[config.mk]
export PLATFORM = sky130hd
export DESIGN_NAME = vid_stream_gen_flat
export DESIGN_NICKNAME = d
export VERILOG_FILES = /design/src/rtl/vid_stream_pkg.sv /design/src/rtl/vid_stream_if.sv /design/src/rtl/vid_stream_pix.sv /design/src/rtl/vid_stream_gen.sv /design/src/flat_wrapper.sv
export SDC_FILE = /design/constraint.sdc
export NUM_CORES = 1
export LEC_CHECK = 0
export ABC_AREA = 0
export CORE_UTILIZATION = 60
export DETAILED_ROUTE_END_ITERATION = 10
export PLACE_DENSITY = 0.83
export SLEW_MARGIN = 20
export SYNTH_ARGS = -nofsm -noshare
export SYNTH_HDL_FRONTEND = slang
export SYNTH_HIERARCHICAL = 1
export SYNTH_SLANG_ARGS = --single-unit
[constraint.sdc]
create_clock -name clk -period 8.9 [get_ports clk]
set_clock_uncertainty 0.15 [all_clocks]
set_input_delay 0.89 -clock clk [delete_from_list [all_inputs] [get_ports clk]]
set_output_delay 0.89 -clock clk [all_outputs]
set_load 0.05 [all_outputs]
[src/rtl/vid_stream_pkg.sv]
// -----------------------------------------------------------------------------
// vid_stream_pkg
//   Shared types for the synthetic video stream generator: FSM state encoding,
//   test-pattern selector, default counter width and the latched frame
//   configuration record.
// -----------------------------------------------------------------------------
package vid_stream_pkg;

  // Default width of geometry/blanking counters and configuration fields.
  localparam int CNT_WIDTH_DEF = 16;

  typedef enum logic [2:0] {
    ST_IDLE   = 3'd0,
    ST_LSTART = 3'd1,
    ST_ACTIVE = 3'd2,
    ST_HBLANK = 3'd3,
    ST_VBLANK = 3'd4
  } state_e;

  // Pixel source selector: x ramp, y ramp, x^y checker, frame counter.
  typedef enum logic [1:0] {
    PAT_X   = 2'd0,
    PAT_Y   = 2'd1,
    PAT_XOR = 2'd2,
    PAT_FRM = 2'd3
  } pattern_e;

  // Frame configuration, captured as a whole at each latch point so that
  // mid-frame changes on the inputs never tear a frame.
  typedef struct packed {
    logic [CNT_WIDTH_DEF-1:0] width;
    logic [CNT_WIDTH_DEF-1:0] height;
    logic [3:0]               de_period;
    logic [CNT_WIDTH_DEF-1:0] hblank;
    logic [CNT_WIDTH_DEF-1:0] vblank;
    pattern_e                 pattern;
  } vid_cfg_t;

endpackage : vid_stream_pkg

[src/rtl/vid_stream_if.sv]
// -----------------------------------------------------------------------------
// vid_stream_if
//   Video stream bundle between a pixel source and a sink (e.g. scaler_h).
//   Signals:
//     do_o         pixel data, valid when de_o=1
//     de_o         pixel valid
//     hs_o         one-cycle line-start pulse
//     vs_o         0 during active frame, 1 during vertical blank / idle
//     frame_done_o one-cycle pulse on the last vertical-blank cycle
//   Modports: master (source drives), slave (sink observes).
// -----------------------------------------------------------------------------
interface vid_stream_if #(
  parameter int PIXEL_WIDTH = 8
);

  logic [PIXEL_WIDTH-1:0] do_o;
  logic                   de_o;
  logic                   hs_o;
  logic                   vs_o;
  logic                   frame_done_o;

  modport master (
    output do_o,
    output de_o,
    output hs_o,
    output vs_o,
    output frame_done_o
  );

  modport slave (
    input do_o,
    input de_o,
    input hs_o,
    input vs_o,
    input frame_done_o
  );

endinterface : vid_stream_if

[src/rtl/vid_stream_pix.sv]
// -----------------------------------------------------------------------------
// vid_stream_pix
//   Combinational test-pattern mux. Selects the low PIXEL_WIDTH bits of the
//   pixel column, line, column^line or the frame counter. The result is
//   registered by the instantiating module.
//   Ports:
//     x_i       pixel column within the line
//     y_i       line within the frame
//     frame_i   frame counter
//     pattern_i pattern selector
//     pix_o     pixel value
// -----------------------------------------------------------------------------
module vid_stream_pix
  import vid_stream_pkg::*;
#(
  parameter int PIXEL_WIDTH = 8,
  parameter int CNT_WIDTH   = CNT_WIDTH_DEF
) (
  input  logic [CNT_WIDTH-1:0]   x_i,
  input  logic [CNT_WIDTH-1:0]   y_i,
  input  logic [PIXEL_WIDTH-1:0] frame_i,
  input  pattern_e               pattern_i,
  output logic [PIXEL_WIDTH-1:0] pix_o
);

  logic [CNT_WIDTH-1:0] xy_xor;

  assign xy_xor = x_i ^ y_i;

  // NOTE: every output of a combinational block gets a default before the
  // case so no path leaves it unassigned, which would infer a latch.
  always_comb begin
    pix_o = '0;
    case (pattern_i)
      PAT_X:   pix_o = PIXEL_WIDTH'(x_i);
      PAT_Y:   pix_o = PIXEL_WIDTH'(y_i);
      PAT_XOR: pix_o = PIXEL_WIDTH'(xy_xor);
      PAT_FRM: pix_o = frame_i;
      default: pix_o = '0;
    endcase
  end

endmodule : vid_stream_pix

[src/rtl/vid_stream_gen.sv]
// -----------------------------------------------------------------------------
// vid_stream_gen
//   Synthetic video source with programmable geometry, per-pixel DE gaps,
//   horizontal/vertical blanking and a selectable test pattern.
//   Frame shape, per line: LSTART (1 cycle, hs), ACTIVE (width slots of
//   de_period+1 cycles, de on the last cycle of each slot), HBLANK; after the
//   last line, VBLANK. Zero blanking lengths behave as one cycle.
//   Ports:
//     clk, rst_n    clock, synchronous active-low reset
//     en_i          run request, sampled in IDLE and on the last VBLANK cycle
//     width_i       active pixels per line
//     height_i      active lines per frame
//     de_period_i   idle cycles inserted before each pixel
//     hblank_i      cycles between lines
//     vblank_i      cycles after the last line
//     pattern_i     0=x ramp, 1=y ramp, 2=x^y, 3=frame counter
//     vid           stream outputs (do_o/de_o/hs_o/vs_o/frame_done_o)
//   All outputs come straight from flops.
// -----------------------------------------------------------------------------
module vid_stream_gen
  import vid_stream_pkg::*;
#(
  parameter int PIXEL_WIDTH = 8,
  parameter int CNT_WIDTH   = CNT_WIDTH_DEF
) (
  input  logic                 clk,
  input  logic                 rst_n,
  input  logic                 en_i,
  input  logic [CNT_WIDTH-1:0] width_i,
  input  logic [CNT_WIDTH-1:0] height_i,
  input  logic [3:0]           de_period_i,
  input  logic [CNT_WIDTH-1:0] hblank_i,
  input  logic [CNT_WIDTH-1:0] vblank_i,
  input  logic [1:0]           pattern_i,
  vid_stream_if.master         vid
);

  // ---------------------------------------------------------------------------
  // State and counters
  // ---------------------------------------------------------------------------
  state_e                 state_q, state_d;
  vid_cfg_t               cfg_q, cfg_d;
  logic [CNT_WIDTH-1:0]   x_q, x_d;
  logic [CNT_WIDTH-1:0]   y_q, y_d;
  logic [3:0]             slot_q, slot_d;     // cycle index inside a pixel slot
  logic [CNT_WIDTH-1:0]   blank_q, blank_d;   // cycle index inside a blank
  logic [PIXEL_WIDTH-1:0] frame_q, frame_d;

  // Registered outputs
  logic [PIXEL_WIDTH-1:0] do_q, do_d;
  logic                   de_q, de_d;
  logic                   hs_q, hs_d;
  logic                   vs_q, vs_d;
  logic                   fd_q, fd_d;

  // ---------------------------------------------------------------------------
  // Helpers
  // ---------------------------------------------------------------------------
  vid_cfg_t             new_cfg;
  logic                 start_ok;
  logic [CNT_WIDTH:0]   blank_inc_q;
  logic [CNT_WIDTH:0]   blank_inc_d;
  logic                 hblank_last;
  logic                 vblank_last;
  logic                 vblank_last_d;
  logic                 slot_last;
  logic                 line_last_pix;
  logic                 frame_last_line;
  logic [PIXEL_WIDTH-1:0] pix;

  // A frame may only start with a non-degenerate geometry; a zero width or
  // height would leave ACTIVE/HBLANK without a terminal count.
  assign start_ok = en_i && (width_i != '0) && (height_i != '0);

  always_comb begin
    new_cfg           = '0;
    new_cfg.width     = width_i;
    new_cfg.height    = height_i;
    new_cfg.de_period = de_period_i;
    new_cfg.hblank    = hblank_i;
    new_cfg.vblank    = vblank_i;
    new_cfg.pattern   = pattern_e'(pattern_i);
  end

  // "blank index + 1 >= length" ends the blank; a zero length therefore ends
  // on the first cycle, giving the one-cycle minimum without a separate mux.
  assign blank_inc_q   = {1'b0, blank_q} + {{CNT_WIDTH{1'b0}}, 1'b1};
  assign blank_inc_d   = {1'b0, blank_d} + {{CNT_WIDTH{1'b0}}, 1'b1};
  assign hblank_last   = blank_inc_q >= {1'b0, cfg_q.hblank};
  assign vblank_last   = blank_inc_q >= {1'b0, cfg_q.vblank};
  assign vblank_last_d = blank_inc_d >= {1'b0, cfg_d.vblank};

  assign slot_last       = slot_q == cfg_q.de_period;
  assign line_last_pix   = x_q == cfg_q.width - CNT_WIDTH'(1);
  assign frame_last_line = y_q == cfg_q.height - CNT_WIDTH'(1);

  // ---------------------------------------------------------------------------
  // Next-state logic
  // ---------------------------------------------------------------------------
  always_comb begin
    state_d = state_q;
    cfg_d   = cfg_q;
    x_d     = x_q;
    y_d     = y_q;
    slot_d  = slot_q;
    blank_d = blank_q;
    frame_d = frame_q;

    unique case (state_q)
      ST_IDLE: begin
        if (start_ok) begin
          cfg_d   = new_cfg;
          x_d     = '0;
          y_d     = '0;
          slot_d  = '0;
          state_d = ST_LSTART;
        end
      end

      ST_LSTART: begin
        slot_d  = '0;
        state_d = ST_ACTIVE;
      end

      ST_ACTIVE: begin
        if (slot_last) begin
          slot_d = '0;
          if (line_last_pix) begin
            blank_d = '0;
            state_d = ST_HBLANK;
          end else begin
            x_d = x_q + CNT_WIDTH'(1);
          end
        end else begin
          slot_d = slot_q + 4'd1;
        end
      end

      ST_HBLANK: begin
        if (hblank_last) begin
          blank_d = '0;
          if (frame_last_line) begin
            state_d = ST_VBLANK;
          end else begin
            y_d     = y_q + CNT_WIDTH'(1);
            x_d     = '0;
            state_d = ST_LSTART;
          end
        end else begin
          blank_d = blank_q + CNT_WIDTH'(1);
        end
      end

      ST_VBLANK: begin
        if (vblank_last) begin
          blank_d = '0;
          frame_d = frame_q + PIXEL_WIDTH'(1);
          // Back-to-back frame: the config is re-latched here so the new
          // frame starts on the very next cycle with no IDLE gap.
          if (start_ok) begin
            cfg_d   = new_cfg;
            x_d     = '0;
            y_d     = '0;
            slot_d  = '0;
            state_d = ST_LSTART;
          end else begin
            state_d = ST_IDLE;
          end
        end else begin
          blank_d = blank_q + CNT_WIDTH'(1);
        end
      end

      default: state_d = ST_IDLE;
    endcase
  end

  // ---------------------------------------------------------------------------
  // Output decode. Outputs are decoded from the next state and registered, so
  // each flop output describes the cycle the FSM is currently in.
  // ---------------------------------------------------------------------------
  vid_stream_pix #(
    .PIXEL_WIDTH (PIXEL_WIDTH),
    .CNT_WIDTH   (CNT_WIDTH)
  ) u_pix (
    .x_i       (x_d),
    .y_i       (y_d),
    .frame_i   (frame_d),
    .pattern_i (cfg_d.pattern),
    .pix_o     (pix)
  );

  always_comb begin
    de_d = (state_d == ST_ACTIVE) && (slot_d == cfg_d.de_period);
    hs_d = (state_d == ST_LSTART);
    vs_d = !(state_d inside {ST_LSTART, ST_ACTIVE, ST_HBLANK});
    fd_d = (state_d == ST_VBLANK) && vblank_last_d;
    do_d = de_d ? pix : '0;
  end

  // ---------------------------------------------------------------------------
  // Registers
  // ---------------------------------------------------------------------------
  // NOTE: sequential state uses non-blocking assignments only, so every flop
  // samples the pre-edge values regardless of statement order.
  // NOTE: there is no memory here; every flop, configuration included, has a
  // defined reset value so a mid-frame reset leaves nothing stale behind.
  always_ff @(posedge clk) begin
    if (!rst_n) begin
      state_q <= ST_IDLE;
      cfg_q   <= '0;
      x_q     <= '0;
      y_q     <= '0;
      slot_q  <= '0;
      blank_q <= '0;
      frame_q <= '0;
      do_q    <= '0;
      de_q    <= 1'b0;
      hs_q    <= 1'b0;
      vs_q    <= 1'b1;
      fd_q    <= 1'b0;
    end else begin
      state_q <= state_d;
      cfg_q   <= cfg_d;
      x_q     <= x_d;
      y_q     <= y_d;
      slot_q  <= slot_d;
      blank_q <= blank_d;
      frame_q <= frame_d;
      do_q    <= do_d;
      de_q    <= de_d;
      hs_q    <= hs_d;
      vs_q    <= vs_d;
      fd_q    <= fd_d;
    end
  end

  assign vid.do_o         = do_q;
  assign vid.de_o         = de_q;
  assign vid.hs_o         = hs_q;
  assign vid.vs_o         = vs_q;
  assign vid.frame_done_o = fd_q;

endmodule : vid_stream_gen

[src/flat_wrapper.sv]
// flat-port wrapper written by rule: the top's interface ports become plain ports
module vid_stream_gen_flat import vid_stream_pkg::*;
#(
  parameter int PIXEL_WIDTH = 8,
  parameter int CNT_WIDTH   = CNT_WIDTH_DEF
)
  (clk, rst_n, en_i, width_i, height_i, de_period_i, hblank_i, vblank_i, pattern_i, vid_do_o, vid_de_o, vid_hs_o, vid_vs_o, vid_frame_done_o);
  vid_stream_if #(.PIXEL_WIDTH(PIXEL_WIDTH)) vid_i ();
  input  logic clk;
  input  logic rst_n;
  input  logic en_i;
  input  logic [CNT_WIDTH-1:0] width_i;
  input  logic [CNT_WIDTH-1:0] height_i;
  input  logic [3:0] de_period_i;
  input  logic [CNT_WIDTH-1:0] hblank_i;
  input  logic [CNT_WIDTH-1:0] vblank_i;
  input  logic [1:0] pattern_i;
  output wire logic [$bits(vid_i.do_o)-1:0] vid_do_o;
  output wire logic [$bits(vid_i.de_o)-1:0] vid_de_o;
  output wire logic [$bits(vid_i.hs_o)-1:0] vid_hs_o;
  output wire logic [$bits(vid_i.vs_o)-1:0] vid_vs_o;
  output wire logic [$bits(vid_i.frame_done_o)-1:0] vid_frame_done_o;
  assign vid_do_o = vid_i.do_o;
  assign vid_de_o = vid_i.de_o;
  assign vid_hs_o = vid_i.hs_o;
  assign vid_vs_o = vid_i.vs_o;
  assign vid_frame_done_o = vid_i.frame_done_o;
  vid_stream_gen #(.PIXEL_WIDTH(PIXEL_WIDTH), .CNT_WIDTH(CNT_WIDTH)) u_core (.clk(clk), .rst_n(rst_n), .en_i(en_i), .width_i(width_i), .height_i(height_i), .de_period_i(de_period_i), .hblank_i(hblank_i), .vblank_i(vblank_i), .pattern_i(pattern_i), .vid(vid_i));
endmodule
# --- Word-level counts from Yosys, hierarchy flattened ---
# Index checks and enable logic that the tools add are counted.
# Widths: inputs -> output; s select.
word_totals:
  elab_cells: 94
  latch_bits: 0
  ff_bits: 145
  ram_bits: 0
  rom_bits: 0
  mem_count: 0
  input_bits: 73
op_classes:
  shifts: 0
  n_reduce_logical: 13
  n_div: 0
  eq_ne: 16
  n_bitwise: 1
  n_lt_le_gt_ge: 3
  multipliers: 0
  muxes: 35
  n_addsub: 9
ops:
  columns: ["op", "count"]
  rows:
  - ["$mux 16", 14]
  - ["$mux 70", 2]
  - ["$pmux 70 s2", 1]
  - ["$pmux 16 s3", 2]
  - ["$pmux 16 s4", 1]
  - ["$ge 17x16->1", 3]
  - ["$add 16x1->16 const B", 3]
  - ["$add 16x1->17 const B", 2]
  - ["$eq 16x16->1", 2]
  - ["$pmux 8 s4", 1]
  - ["$reduce_bool 16->1", 2]
  - ["$sub 16x1->16 const B", 2]
  - ["$mux 3", 6]
  - ["$mux 8", 2]
  - ["$pmux 4 s4", 1]
  - ["$pmux 3 s5", 1]
  - ["$eq 3x2->1 const B", 4]
  - ["$mux 4", 3]
  - ["$add 8x1->8 const B", 1]
  - ["$eq 4x4->1", 2]
  - ["$xor 8x8->8", 1]
  - ["$eq 3x1->1 const B", 2]
  - ["$eq 3x3->1 const B", 2]
  - ["$add 4x1->4 const B", 1]
  - ["other kinds (11)", 16]

# --- Depth between registers and ports, before layout ---
# Gate-level depths: netlist (run 1).
depth:
  ltp_word: 9
  mapped_depth: 30
  depth_no_buf: 26

# --- Cells and area by module ---
# The synthesis (run 1) kept the hierarchy.
by_module_without_submodules:
  columns: ["mod", "seq_area_each_um2", "n_inst", "cells_per_inst", "area_each_um2"]
  rows:
  - ["vid_stream_gen", 2902.8, 1, 1199, 9235.1]
  - ["vid_stream_pix", 0.0, 1, 45, 381.6]

# --- Least setup slack after synthesis (run 1) ---
# Ideal clock, no wire load.
synth_path:
  path_type: "register to register"
  start: "reg u_core.blank_q[0]"
  end: "reg u_core.fd_q, in the netlist u_core/vid.frame_done_o"
  required_ns: 8.632
  arrival_ns: 5.658
  slack_ns: 2.974
  n_path_buf: 1
  setup_ns: 0.118
  path_stages_with_launch: 26
  path_cell_list: "dfxtp_1 ha_1 nand3_1 nor4_1 nand3_1 xnor2_1 ha_1 a211o_1 a211oi_1 o211ai_1 o22ai_1 clkbuf_1 nor2_1 a21oi_1 ha_1 ha_1 nor2b_1 o21a_1 o21a_1 o21a_1 o21a_1 o21a_1 o21a_1 o21ai_0 a21o_1 a21boi_1"
synth_via:
  elab_chain_cells: 7
  word_cells_on_any_way: 18
synth_lines:
  columns: ["element", "line_no", "source"]
  rows:
  - ["start, declared", "vid_stream_gen.sv:46", "logic [CNT_WIDTH-1:0] blank_q, blank_d;"]
  - ["start signal, assigned", "vid_stream_gen.sv:228", "blank_q <= blank_d;"]
  - ["$add 16x1->17", "vid_stream_gen.sv:87", "assign blank_inc_q = {1'b0, blank_q} + {{CNT_WIDTH{1'b0}}, 1'b1};"]
  - ["$ge 17x16->1 (on tied branches)", "vid_stream_gen.sv:90, vid_stream_gen.sv:89", null]
  - ["$mux 16 (on tied branches)", "vid_stream_gen.sv:155, vid_stream_gen.sv:140", null]
  - ["$pmux 16 s3 *", "vid_stream_gen.sv:109", "unique case (state_q)"]
  - ["net u_core.blank_d[0]", "vid_stream_gen.sv:46", null]
  - ["$add 16x1->17 *", "vid_stream_gen.sv:88", "assign blank_inc_d = {1'b0, blank_d} + {{CNT_WIDTH{1'b0}}, 1'b1};"]
  - ["$ge 17x16->1 *", "vid_stream_gen.sv:91", "assign vblank_last_d = blank_inc_d >= {1'b0, cfg_d.vblank};"]
  - ["$logic_and 1x1->1 *", "vid_stream_gen.sv:197", "fd_d = (state_d == ST_VBLANK) && vblank_last_d;"]
  - ["end signal, assigned", "vid_stream_gen.sv:221", "fd_q <= 1'b0;"]
  - ["end signal, assigned", "vid_stream_gen.sv:234", "fd_q <= fd_d;"]
  - ["end, declared", "vid_stream_gen.sv:54", "logic fd_q, fd_d;"]
# Mark *: on every way through the listed nets, which the timed path passes. The rest lies on a longest branch. The select of a mux whose other input is x is not followed.
# A chain may end at the register's enable or synchronous reset.

==> results of run 1 <==
[worst max-delay path: cells and delay by family, from the launching register on]
family                   cells  cell delay [ns]
AO/OA/AOI/OAI                6             1.53
XOR/XNOR                     1             0.34
adder cells (fa/ha/maj)      2             0.62
buffers and inverters        1             0.44
flip-flops                   1             0.50
multiplexers                 1             0.41
AND/OR/NAND/NOR              7             2.77
[sequential cells by signal (all words and copies together) (netlist names)]
signal / flops
u_core/slot_q: 4
u_core/cfg_q: 70
u_core/vid.hs_o: 1
u_core/x_q: 16
u_core/vid.vs_o: 1
u_core/vid.de_o: 1
u_core/y_q: 16
u_core/state_q: 3
u_core/vid.do_o: 8
u_core/blank_q: 16
u_core/frame_q: 8
u_core/vid.frame_done_o: 1
[metrics by stage]
stage / hold slack [ns] / utilization (%) / std cells / setup slack [ns] / area [sq um]
finish: 0.308 / 72.2 / 1513 / 2.04 / 11100
global route: 0.328 / 72.2 / 1513 / 1.63 / 11100
detailed placement: 0.302 / 68.1 / 1482 / 2.23 / 10500
global placement: 0.295 / 68.1 / 1482 / 2.46 / 10500
CTS: 0.310 / 72.2 / 1513 / 2.20 / 11100
floorplan: 0.286 / - / 1243 / 2.97 / 9610
[area by class of cell]
| cell class | instances | share of cell area (%) |
|---|---|---|
| flip-flops and latches | 145 | 26.1 |
| inverters | 47 | 1.58 |
| multi-input cells | 987 | 56.3 |
| clock buffers | 21 | 4.22 |
| repair buffers | 92 | 8.09 |
| clock inverters | 10 | 1.40 |
| well taps | 211 | 2.37 |
[report_power, final]
group          internal [W]  switching [W]  leakage [nW]
logic              0.000148       0.000216          2.86
clock network      0.000489       0.000274         0.309
registers          0.000676      0.0000257          1.18
total               0.00131       0.000516          4.35
[path summary, 6_finish.rpt]
path,startpoint,end,cells after the start
max,u_core/blank_q[0],u_core/vid.do_o[7],18
min,u_core/cfg_q[28],u_core/cfg_q[28],2
max reg2reg,u_core/blank_q[0],u_core/vid.do_o[7],18
min reg2reg,u_core/cfg_q[28],u_core/cfg_q[28],2
[routing by layer]
layer  global-route usage [%]  routed length (um)  up-vias
met5                        0                   0        -
met4                     15.2                 896        0
met3                     6.65                1760       74
met2                     53.5               12000      356
met1                     39.8               10900     4340
li1                         -                   -     4512
==> metrics, run 1 <==
fillers 1302; WL final 25600 um; worst-path maximum fanout 28; CTS tree built; DRT iter0 DRCs 745; Final HPWL DP 18600 um; Crit path largest cell delay 0.87 ns; synthesized cell area 0.00961 sq mm; Final Hold Viols 0; I/O pins 85; final setup vio count 0; status completed; cell count after synthesis 1243; clock buffer depth 2; area occupied by multi-input gates 0.00626 sq mm; share of cells above drive strength 1 5.45%; setup bufs post-CTS 0; first-pass GRT wire length 42000 um; CP most frequent cell nand2_1; Hold Crit Class flip-flop to flip-flop; commonest non-fill, non-tap cell in the layout nand2_1; Reg clk slew, reported paths 0.06 ns; syn_area_per_cell 7.73 sq um; gr ovfl total 0; Cell Rows 45; Arr. time, crit path 7.03 ns; most frequent cells in the layout 200 x nand2_1, 145 x dfxtp_1, 111 x a21oi_1; 1st-pass router iterations 6; drt wl/cell 16.9 um; RSZ-0062 raised after global routing no; Post-CTS Hold Buffers 0; Die ar. 0.0165 sq mm; WP data required 9.07 ns; post_cts resized 0; total power 0.00183 W; crit-path cells ha_1 > nand3_1 > nor4_1 > nand3_1 > xnor2_1 > ha_1 > a211oi_1 > o211ai_1 > a21oi_1 > o211ai_1 > a21o_1 > nand2_1 > buf_4 > nand2_1 > nand2_1 > mux2_2 > a221o_1 > and2_1; Pwr Density 164 mW/mm^2; crit path kind flip-flop to flip-flop; Final period util 77.1%; Slew Limit Headroom 24.6%; Die Y 129 um; Layout Nets 1419; Avg Vias per Cell 6.13; Leak 4.35 nW; ant diodes 0; Chip Width 129 um; Max Slew Vio Count 0; maxcap violations 0; warning count from the yosys run 6; clk_lat worst skew 0.43 ns; Post-route DRC 0; starting density of the core 62.3%; Startpoint Class flip-flop; Worst VDD drop 0.144 mV; clock root buffer master clkbuf_16; Critical Path Sink Type flip-flop; fmax 146 MHz; number of CTS-inserted buffers 17; routability cong. 0.984; fin crit period 6.86 ns; setup TNS 0 ns; Sink Count 145; vias post-DR 9282; Worst-Margin Slew 1.13 ns; H-tree lvl count 4; slowest CP cell nor4_1; Mapped Nets 1372; Storage cell area 0.00290 sq mm; Core ar. 0.0154 sq mm; r2r setup slk 2.04 ns; Total GRT Usage 32.1%; initial antenna violation count 0; largest net degree at the start of global routing 86; Layout area overhead 15.8%; DRT antenna net count 0; I/O Buffers 84; vias in the first global route 8694
Note: power is estimated with default switching activity, not from simulation.
==> run 2, diff against run 1 <==
CORE_UTILIZATION = 53   (was 60)
PLACE_DENSITY = 0.77   (was 0.83)
clock period = 5.55 ns   (was 8.9 ns; I/O delays follow)
==> metrics, run 2 (synthesis results as in run 1) <==
status complete, but fails checks; failing checks setup timing; Die Y 137 um (+6.3%); Buffers & Inverters on Critical Path 4 (+3); Sink Count 145 (unchanged); most frequent cells in the layout 200 x nand2_1, 140 x dfxtp_1, 110 x a21oi_1; worst-path maximum fanout 6 (-79%); Critical Path Sink Type flip-flop; routability cong. 0.932 (-5.2%); Worst Setup SP u_core/blank_q[0]; PnR worst setup slack -0.0117 ns (-2.05 ns); Core ar. 0.0175 sq mm (+13%); Hold Crit Class flip-flop to flip-flop; Chip Width 137 um (+6.3%); GRT met1 Usage 37.2% (-2.6 points); largest net degree at the start of global routing 85 (-1.2%); r2r setup slk -0.01 ns (-2.05 ns); I/O pins 85 (unchanged); drt wl/cell 16.9 um (-0.14%); Setup crit end u_core/vid.frame_done_o; Startpoint Class flip-flop; WP data required 5.76 ns (-3.31 ns); fillers 1433 (+10%); total power 0.00286 W (+57%); Final Hold Viols 0 (unchanged); Crit path max-delay family simple AND/OR/NAND/NOR gates; first-pass GRT wire length 41900 um (-0.16%); I/O Buffers 84 (unchanged); clock buffer depth 2 (unchanged); met2 global-route usage 47.6% (-5.9 points); Post-CTS Hold Buffers 0 (unchanged); gr ovfl total 0 (unchanged); CTS tree built; starting density of the core 55.0% (-7.3 points); Post-route DRC 0 (unchanged); Total GRT Usage 28.8% (-3.3 points); fin crit period 5.56 ns (-1.30 ns); Reg clk slew, reported paths 0.07 ns (about the same); Arr. time, crit path 5.77 ns (-1.26 ns); clk_lat worst skew 0.43 ns (about the same); fmax 180 MHz (+23%); final setup vio count 1 (+1); RR Endpoint u_core/vid.frame_done_o; vias in the first global route 8526 (-1.9%); Cell Rows 48 (+6.7%); Layout area overhead 24.1%; 1st-pass router iterations 5 (-1); RSZ-0062 raised after global routing yes; Slew Limit Headroom 37.7% (+13 points); Leak 4.72 nW (+8.5%); commonest non-fill, non-tap cell in the layout nand2_1; slowest CP cell or3_1; setup TNS -0.0117 ns (-0.0117 ns); number of CTS-inserted buffers 17 (unchanged); Die ar. 0.0187 sq mm (+13%); GR peak layer met2; maxcap violations 0 (unchanged); Avg Vias per Cell 5.91 (-3.6%); Final HPWL DP 19700 um (+5.7%); Largest Register u_core/cfg_q; crit path kind flip-flop to flip-flop; r2r startpoint u_core/blank_q[0]; Layout Nets 1488 (+4.9%); WL final 27000 um (+5.4%); H-tree lvl count 4 (unchanged); initial antenna violation count 0 (unchanged); DRT antenna net count 0 (unchanged); Pwr Density 240 mW/mm^2 (+46%); Worst-Margin Slew 0.934 ns (-0.192 ns); clock root buffer master clkbuf_16; worst reg-to-reg path cell count 28 (+10); max FFs per register 70 (unchanged); GR Util met3 5.48% (-1.2 points); Worst VDD drop 0.217 mV (+51%); Crit path largest cell delay 0.38 ns (-0.49 ns); share of cells above drive strength 1 13.2% (+7.7 points); Max Slew Vio Count 0 (unchanged); Final period util 100% (+23 points); vias post-DR 9442 (+1.7%); ant diodes 0 (unchanged); DRT iter0 DRCs 685 (-8.1%); WP depth 28 (+10)
run 2: metal layers:
metal | vias to the layer above | wire, um
met3 | 41 | 1470
met1 | 4463 | 12200
met4 | 0 | 598
li1 | 4648 | -
met2 | 290 | 12700
met5 | - | 0
run 2: how the worst min path moves through the flow:
stage / startpoint / end / depth (start not counted)
2_1_floorplan: u_core/cfg_q[19] / u_core/cfg_q[19] / 2
3_3_place_gp: u_core/cfg_q[32] / u_core/cfg_q[32] / 2
3_5_place_dp: u_core/cfg_q[20] / u_core/cfg_q[20] / 2
4_1_cts: u_core/cfg_q[21] / u_core/cfg_q[21] / 2
5_1_grt: u_core/cfg_q[0] / u_core/cfg_q[0] / 2
6_report: u_core/cfg_q[20] / u_core/cfg_q[20] / 2
run 2: layout make-up:
| class | instances | area [sq um] | share of cell area [%] |
|---|---|---|---|
| clock inverter | 12 | 108 | 0.902 |
| timing repair buffer | 161 | 1440 | 12.1 |
| multi-input combinational | 987 | 6560 | 55.0 |
| tap | 225 | 282 | 2.36 |
| sequential | 145 | 2910 | 24.4 |
| inverter | 47 | 176 | 1.48 |
| clock buffer | 20 | 447 | 3.75 |
run 2: worst reg2reg max path: cells and delay by family (launching register included):
kind	cells	cell delay, ns
and+or+nand+nor	12	2.08
DFF	1	0.36
buffers and inverters	4	0.67
adders and majority gates	3	0.74
AOI/OAI and AO/OA	7	1.18
xor gates and xnor gates	2	0.31
run 2: timing repair:
item,CTS,global route
setup buffers,0,12
setup endpoints to repair,1,1
gates resized for setup,10,49
cloned,0,1
pin swaps,2,33
run 2: metrics by stage:
step                      cells  util, %  setup WS [ns]  cell area, sq um  hold WS (ns)
after floorplan            1243        -        0.00850              9630         0.286
after global placement     1552     62.8        0.00431             11000         0.296
after detailed placement   1552     62.8        -0.0951             11000         0.298
after CTS                  1584     66.2        0.00553             11600         0.308
after global routing       1597     68.2         -0.233             11900         0.329
final                      1597     68.2        -0.0117             11900         0.308
run 2: report_power, final:
| part | switching (W) | leakage [nW] | internal (W) | total (W) |
|---|---|---|---|---|
| clock | 0.000467 | 0.267 | 0.000629 | 0.00110 |
| combinational | 0.000368 | 3.27 | 0.000276 | 0.000645 |
| sequential | 0.0000385 | 1.18 | 0.00108 | 0.00112 |
| total | 0.000874 | 4.72 | 0.00199 | 0.00286 |
==> run 3, diff against run 2 <==
CORE_UTILIZATION = 59   (was 53)
CTS_CLUSTER_SIZE = 25   (was not set)
PLACE_DENSITY = 0.81   (was 0.77)
SKIP_LAST_GASP = 1   (was not set)
clock period = 6.1 ns   (was 5.55 ns; I/O delays follow)
==> metrics, run 3 (synthesis results as in run 1) <==
Layout Nets 1434 (-3.6%); CTS tree built; gr ovfl total 0 (unchanged); Layout area overhead 18.0%; Worst-Margin Slew 1.10 ns (+0.170 ns); routability cong. 0.924 (-0.88%); Leak 4.44 nW (-5.8%); DRT iter0 DRCs 783 (+14%); 1st-pass router iterations 6 (+1); starting density of the core 60.5% (+5.5 points); Post-route DRC 0 (unchanged); final setup vio count 0 (-1); Largest Register u_core/cfg_q; fin crit period 5.76 ns (+0.199 ns); Fin Hold WS 0.306 ns (-0.00199 ns); commonest non-fill, non-tap cell in the layout nand2_1; max FFs per register 70 (unchanged); area occupied by multi-input gates 0.00634 sq mm (-3.4%); Final HPWL DP 19100 um (-3.1%); first-pass GRT wire length 41400 um (-1.2%); Cell Rows 46 (-4.2%); most frequent cells in the layout 200 x nand2_1, 139 x dfxtp_1, 111 x a21oi_1; Avg Vias per Cell 6.08 (+2.8%); DRT antenna net count 0 (unchanged); Worst VDD drop 0.253 mV (+17%); Pwr Density 237 mW/mm^2 (-1.3%); Total GRT Usage 31.7% (+2.9 points); Slew Limit Headroom 26.1% (-12 points); Die ar. 0.0168 sq mm (-10%); WP data required 6.31 ns (+0.55 ns); fillers 1348 (-5.9%); Sink Count 145 (unchanged); Post-CTS Hold Buffers 0 (unchanged); worst-path maximum fanout 6 (unchanged); vias in the first global route 8351 (-2.1%); maxcap violations 0 (unchanged); ant diodes 0 (unchanged); Die Y 130 um (-5.1%); drt wl/cell 17.1 um (+1.2%); I/O Buffers 84 (unchanged); Final period util 94.4% (-5.8 points); total power 0.00269 W (-6.1%); final instance area 0.0113 sq mm (-4.9%); I/O pins 85 (unchanged); Arr. time, crit path 5.97 ns (+0.20 ns); Max Slew Vio Count 0 (unchanged); dpl ws 0.184 ns (+0.279 ns); fin cells 1534 (-3.9%); number of CTS-inserted buffers 17 (unchanged); clock buffer depth 2 (unchanged); initial antenna violation count 1 (+1); share of cells above drive strength 1 8.19% (-5.0 points); largest net degree at the start of global routing 85 (unchanged); WL final 26300 um (-2.8%); Storage cell area 0.00291 sq mm (about the same); Chip Width 130 um (-5.1%); Hold Crit Class flip-flop to flip-flop; placed cell area 0.0106 sq mm (-3.2%); H-tree lvl count 4 (unchanged); Final Hold Viols 0 (unchanged); dpl cells 1500 (-3.4%); vias post-DR 9328 (-1.2%); Startpoint Class flip-flop; PnR worst setup slack 0.339 ns (+0.351 ns); crit path kind flip-flop to flip-flop; Reg clk slew, reported paths 0.06 ns (about the same); Critical Path Sink Type flip-flop; Core ar. 0.0159 sq mm (-9.1%); status completed; clock root buffer master clkbuf_16; fmax 174 MHz (-3.5%); clk_lat worst skew 0.43 ns (about the same)
-- run 3: changes by cell type in the layout (fill, tap and decap cells not counted), sizes merged --
cell      before  now
clkinvlp       3    1
clkinv         6    2
buf           76   23
bufinv         1    3
clkbuf        21   17
inv           49   56
-- run 3: per-layer routing --
| metal | part of all wire (%) | global-route usage (%) | up-vias |
|---|---|---|---|
| met5 | 0.046 | 0 | - |
| li1 | - | - | 4547 |
| met4 | 2.2 | 10.3 | 2 |
| met2 | 48 | 54.0 | 328 |
| met1 | 43 | 40.0 | 4398 |
| met3 | 6.1 | 6.23 | 53 |
-- run 3: path summary, 6_finish.rpt --
kind                                   to         startpoint  slack [ns]  cells past startpoint
hold / removal           u_core/cfg_q[28]   u_core/cfg_q[28]        0.31                      2
setup reg to reg  u_core/vid.frame_done_o  u_core/blank_q[0]        0.34                     25
hold reg to reg          u_core/cfg_q[28]   u_core/cfg_q[28]        0.31                      2
setup / recovery  u_core/vid.frame_done_o  u_core/blank_q[0]        0.34                     25
-- run 3: worst max-delay path, cell delays in order, from the launching register on --
cell,delay (ns)
dfxtp_2,0.38
ha_2,0.24
and3_1,0.21
and3_1,0.23
nand2_1,0.11
nor2_2,0.22
xor2_2,0.26
ha_1,0.29
nand4_1,0.15
nor4_1,0.08
a211oi_1,0.25
o211ai_1,0.20
o22a_1,0.22
or4b_2,0.60
o221ai_1,0.16
and3_4,0.28
nand3_1,0.09
xor2_1,0.17
ha_1,0.30
nand4_1,0.14
nor4_2,0.36
nor2_1,0.11
nand2_1,0.08
o21ai_0,0.08
a21o_1,0.16
a21boi_1,0.13
-- run 3: cell type report --
type                            count  share of cell area [%]
Clock buffer                       17                    3.75
Timing Repair Buffer              107                    9.05
Sequential cell                   145                    25.7
Clock inverter                     15                    1.71
Inverter                           47                    1.56
Tap cell                          216                    2.38
Multi-Input combinational cell    987                    55.9
-- run 3: repair_timing --
item | 4_1_cts | 5_1_grt
setup endpoints to repair | 0 | 1
gates resized for setup | 0 | 21
buffers inserted | 0 | 2
-- run 3: metrics by stage --
step                      util [%]  TNS [ns]
after floorplan                  -         0
after detailed placement      66.9         0
after global placement        66.9         0
after global routing          71.4   -0.0210
after CTS                     70.8         0
final                         71.4         0
-- run 3: report_power, final --
part | leakage, nW | switching [W] | internal (W) | total [W]
combinational | 2.96 | 0.000325 | 0.000228 | 0.000554
clock | 0.305 | 0.000453 | 0.000658 | 0.00111
sequential | 1.18 | 0.0000365 | 0.000985 | 0.00102
